--- config.mk ---
export PLATFORM = sky130hd
export DESIGN_NAME = relu_backward_stream
export DESIGN_NICKNAME = d
export VERILOG_FILES = /design/src/rtl/relu_backward_stream.sv
export SDC_FILE = /design/constraint.sdc
export NUM_CORES = 1
export LEC_CHECK = 0
export BUFFER_PORTS_ARGS = -buffer_cell sky130_fd_sc_hd__buf_2
export CORE_MARGIN = 2
export CORE_UTILIZATION = 29
export DETAILED_ROUTE_END_ITERATION = 16
export GPL_TIMING_DRIVEN = 0
export PLACE_DENSITY = 0.67
export SLEW_MARGIN = 40
export SYNTH_ARGS = -nofsm -noshare
export SYNTH_HDL_FRONTEND = slang
export SYNTH_SLANG_ARGS = --single-unit
--- constraint.sdc ---
create_clock -name clk -period 1 [get_ports clk]
set_input_delay 0.2 -clock clk [delete_from_list [all_inputs] [get_ports clk]]
set_output_delay 0.2 -clock clk [all_outputs]
set_load 0.03 [all_outputs]
--- src/rtl/relu_backward_stream.sv ---
// Backward ReLU: captures a per-element derivative mask from the forward stream,
// then gates the upstream gradient stream with it through a 1-entry output register.
module relu_backward_stream #(
  parameter int channels  = 1,
  parameter int rows      = 1,
  parameter int cols      = 1,
  parameter int data_size = 8,
  localparam int N  = channels * rows * cols,
  localparam int CW = (N > 1) ? $clog2(N) : 1,
  localparam int AW = $clog2(N + 1)
) (
  input  logic                        clk,
  input  logic                        rst,
  input  logic                        fwd_valid,
  output logic                        fwd_ready,
  input  logic signed [data_size-1:0] fwd_data,
  input  logic                        grad_in_valid,
  output logic                        grad_in_ready,
  input  logic signed [data_size-1:0] grad_in_data,
  output logic                        grad_out_valid,
  input  logic                        grad_out_ready,
  output logic signed [data_size-1:0] grad_out_data,
  output logic                        phase,
  output logic [AW-1:0]               active_count,
  output logic                        done
);
  typedef enum logic {CAPTURE = 1'b0, BACKWARD = 1'b1} state_t;

  localparam logic [CW-1:0] LAST = CW'(N - 1);

  state_t        state;
  logic [N-1:0]  mask;
  logic [CW-1:0] fwd_cnt, grad_cnt, out_cnt;
  logic          all_in;
  logic          fwd_acc, gin_acc, gout_acc, pos;

  assign phase         = (state == BACKWARD);
  assign fwd_ready     = (state == CAPTURE);
  // all_in blocks a second tensor's gradients until the last output drains
  assign grad_in_ready = (state == BACKWARD) && !all_in && (!grad_out_valid || grad_out_ready);
  assign fwd_acc       = fwd_valid && fwd_ready;
  assign gin_acc       = grad_in_valid && grad_in_ready;
  assign gout_acc      = grad_out_valid && grad_out_ready;
  assign done          = gout_acc && (out_cnt == LAST);
  assign pos           = !fwd_data[data_size-1] && (|fwd_data);

  always_ff @(posedge clk) begin
    if (fwd_acc) mask[fwd_cnt] <= pos;
  end

  always_ff @(posedge clk or posedge rst) begin
    if (rst) begin
      state          <= CAPTURE;
      fwd_cnt        <= '0;
      grad_cnt       <= '0;
      out_cnt        <= '0;
      all_in         <= 1'b0;
      grad_out_valid <= 1'b0;
      grad_out_data  <= '0;
      active_count   <= '0;
    end else begin
      if (fwd_acc) begin
        active_count <= ((fwd_cnt == '0) ? '0 : active_count) + AW'(pos);
        if (fwd_cnt == LAST) begin
          fwd_cnt <= '0;
          state   <= BACKWARD;
        end else begin
          fwd_cnt <= fwd_cnt + 1'b1;
        end
      end
      if (gin_acc) begin
        grad_out_valid <= 1'b1;
        grad_out_data  <= mask[grad_cnt] ? grad_in_data : '0;
        if (grad_cnt == LAST) begin
          grad_cnt <= '0;
          all_in   <= 1'b1;
        end else begin
          grad_cnt <= grad_cnt + 1'b1;
        end
      end else if (gout_acc) begin
        grad_out_valid <= 1'b0;
      end
      if (gout_acc) begin
        if (out_cnt == LAST) begin
          out_cnt <= '0;
          all_in  <= 1'b0;
          state   <= CAPTURE;
        end else begin
          out_cnt <= out_cnt + 1'b1;
        end
      end
    end
  end
endmodule

==> reports/summary.md <==
The flow ran to the end, but the final reports show violations. The final reports fail on setup timing. The number of cells on the worst reg-to-reg path is 5. The pin count of the biggest net entering global routing was 13; the internal power summed over all cells was 740.6 uW. The worst hold path terminates at phase.

The net switching component of the power was 207.3 uW. The worst setup path is launched from a flop. The run gives 1922 um2 as the placeable core region. The logs give 0 for the max-slew violation count and 0 for the count of synthesis-stage warnings from yosys. Across the VDD grid, the largest voltage drop is 0.6378 mV. In this run the static leakage power is 0.0005956 uW.

The combinational fraction of design power is 9.5%, and the number of levels the H-tree was split into is 1. The later pin in the worst-skew pair is clocked with a latency of 260 ps. The area of the die was 2366 um2; the I/O pin count was 35. For the initial antenna violation count, the log shows 0.

The largest delay contributor family on the critical path is flip-flops. CTS saw 13 sinks. The final critical-path setup slack came out at -270.8 ps. TritonCTS built the clock tree.

Along the worst path, the maximum fanout reaches 3. The number of hold-slack violations in the final timing report came out at 0. The share of total power consumed by net switching was 21.87%; the via count of the first global-routing pass was 556. The cell depth of the worst min-delay path was 3; the antenna cell count was 0.

The share of synthesized area in the top cell type comes to 51.95%. Sequential cells account for 56.9% of the total power. The number of nets in the synthesized netlist is 76. During placement, the flow inserted port buffers numbering 34. The HPWL after detailed placement is 931.9 um. Kind of path behind the tightest hold check: in -> reg.

Clock-pin slew on the worst setup and hold paths: 80 ps. At the pin with the least slew margin, the transition time is 469.3 ps. The tools report the deepest clock path buffer count as 2.

Walking the worst path, the cells encountered are nand2b_1 > and3_4 > buf_6. The net count of the finished layout is 126. The relative contribution of the clock network to total power was 33.6%; the fraction of final layout cells with drive strength greater than 1 was 55.77%.

The logs give 12.29% for the total global-route track usage and 800 ps for the required time of the critical path. STA classifies the critical path endpoint as an output port. After layout, the worst path uses 127.1% of the clock period. Power spread over the standard cell area amounts to 933.0 nW/um2. The starting DRC count in detailed routing was 5.

The synthesized design contains 13 register bits. The run gives 0 as the count of nets left with antenna violations after detail routing. Number of max-cap violations: 0. The total overflow left after global routing is 0. The smallest clock period supported by the final layout is computed as 1271 ps. The post-synthesis cell type with the largest combined area is dfrtp_1.

In this run the tightest slew margin relative to its limit is 68.68%. For the netlist area before placement, the log shows 578.1 um2. The layout-stage area growth over the synthesis result is 75.76%. For the placer congestion estimate, the log shows 0.6473. Wires add up to 1426 um.

TritonCTS created 3 clock buffers. The die is 48.65 um tall. Count of standard-cell rows: 16. The tools report the achievable clock frequency as 786.9 MHz. The starting density of the core is 30.08%, and the mean routed wirelength per cell is 10.89 um. The worst register-to-register path begins at grad_out_valid. The instance count of the mapped netlist is 55, and the cell area after placement is 793.3 um2. In the synthesized netlist, the cells that appear most often are dfrtp_1, inv_1, nand2_1, mux2i_1. The tools report the number of remaining DRC errors as 0. At the worst endpoint, the arrival time is 1070 ps.

The die is 48.65 um wide. The slowest cell on the critical path is dfrtp_2. After routing the design area is 1016 um2.

The count of cell types in the netlist came out at 17. For this run, the slowest stage of the critical path takes 410 ps. Start point of the worst min-delay path: fwd_valid. By instance count, the leading cell after synthesis is dfrtp_1. Flip-flop cell with the highest count after synthesis: dfrtp_1.

The average via count per standard cell is 4.099, and the critical path depth is 3. The count of flip-flops with a built-in enable after synthesis came out at 1. After synthesis, the cell types taking the most area are dfrtp_1, mux2i_1, inv_1, nand2_1, edfxtp_1. Setup violations remaining at the end of the flow were counted as 23. The first global-routing pass estimated 2228 um of wire. The endpoint identified for the worst register-to-register timing path is grad_out_data[4]. For flop-to-flop paths, the worst setup slack is -170 ps. The run gives 57.14% as the sequential-to-total area share from yosys stat.

Detailed-routing iteration count for the pre-antenna-repair pass: 3. The routed layout has 537 vias. The tools report the largest clock skew in the final design as 0.5922 ps.

Setup repair after global routing could not meet its margin everywhere. Each instance of the synthesized netlist takes up on average 10.51 um2. The buffer and inverter count on the worst path works out to 1. Clock root buffer: clkbuf_4. OpenSTA, run right after detailed placement, puts the worst setup slack at -83.60 ps. The critical path is of the reg -> out type.

The share of synthesized flip-flops with an asynchronous set or reset came out at 92.31%.
-- stage by stage --
step / TNS (ps) / std cells / power, uW / util (%) / hold WS [ps]
3_3_place_gp: -246.8 / 116 / 628.2 / 41.28 / 223.8
6_report: -2553 / 131 / 947.9 / 52.86 / 162.3
3_5_place_dp: -437.8 / 116 / 629.9 / 41.28 / 234.6
5_1_grt: -3963 / 131 / 996.3 / 52.86 / 152.5
4_1_cts: -2468 / 128 / 956.6 / 51.17 / 156.8
2_1_floorplan: -820.8 / 55 / 581.0 / - / 64.56
-- how the worst max path moves through the flow --
stage              startpoint               end
6_report       grad_out_valid     grad_in_ready
5_1_grt        grad_out_valid     grad_in_ready
4_1_cts        grad_out_valid     grad_in_ready
3_5_place_dp      fwd_data[2]      active_count
3_3_place_gp   grad_out_valid     grad_in_ready
2_1_floorplan  grad_out_valid  grad_out_data[0]
-- layer usage --
layer	vias up	global-route usage [%]	share of wire, %
li1	270	-	-
met1	247	14.60	40
met2	18	21.69	54
met3	2	2.778	5.8
met4	0	4.286	0.28
met5	-	0	0
-- cells by family after synthesis --
group	Yosys count	share of synthesized area, %
simple gates	18	15.59
flops	13	57.14
buf+inv	13	9.091
mux	9	16.45
compound gates	2	1.732
-- final cells by class --
class | count | area [um2]
inverters | 11 | 41.29
plain buffers | 2 | 15.01
multi-input cells | 29 | 215.2
repair buffers | 45 | 351.6
fillers | 205 | 905.9
flip-flops and latches | 13 | 332.8
clock buffers | 4 | 26.28
well taps | 27 | 33.78
-- sequential cells by signal (all words and copies together), names as in the netlist --
signal / count
grad_out_data: 8
mask: 1
phase: 1
all_in: 1
active_count: 1
grad_out_valid: 1
-- power by group through the flow --
| stage | clock, uW | sequential (uW) | combinational [uW] |
|---|---|---|---|
| finish | 319 | 539 | 90.1 |
| global route | 359 | 540 | 97.5 |
| CTS | 326 | 540 | 91.1 |
| detailed placement | 0 | 549 | 81.2 |
| global placement | 0 | 549 | 79.4 |
| floorplan | 0 | 558 | 22.8 |
-- worst min-delay path, cell delays in order --
cell and delay [ps]:
buf_2 90, nor2_1 30, nor2_1 70
-- placed cells by master, fill, tap and decap left out, drive strengths merged --
master / instances
nand2: 9
nor2: 2
clkbuf: 4
inv: 11
nor2b: 1
dlygate4sd3: 1
nor3: 1
edfxtp: 1
and3: 1
nand4: 1
nor4: 1
nand2b: 1
mux2: 1
and2: 1
buf: 46
mux2i: 8
a21oi: 2
dfrtp: 12
-- repair_timing --
action,4_1_cts,5_1_grt
setup endpoints to repair,24,26
resized for setup,33,3
pin swaps,2,3
buffers inserted,6,3
cloned,1,0
hold buffers,1,0
hold endpoints to repair,12,0
Power figures use the tool's default switching activity.
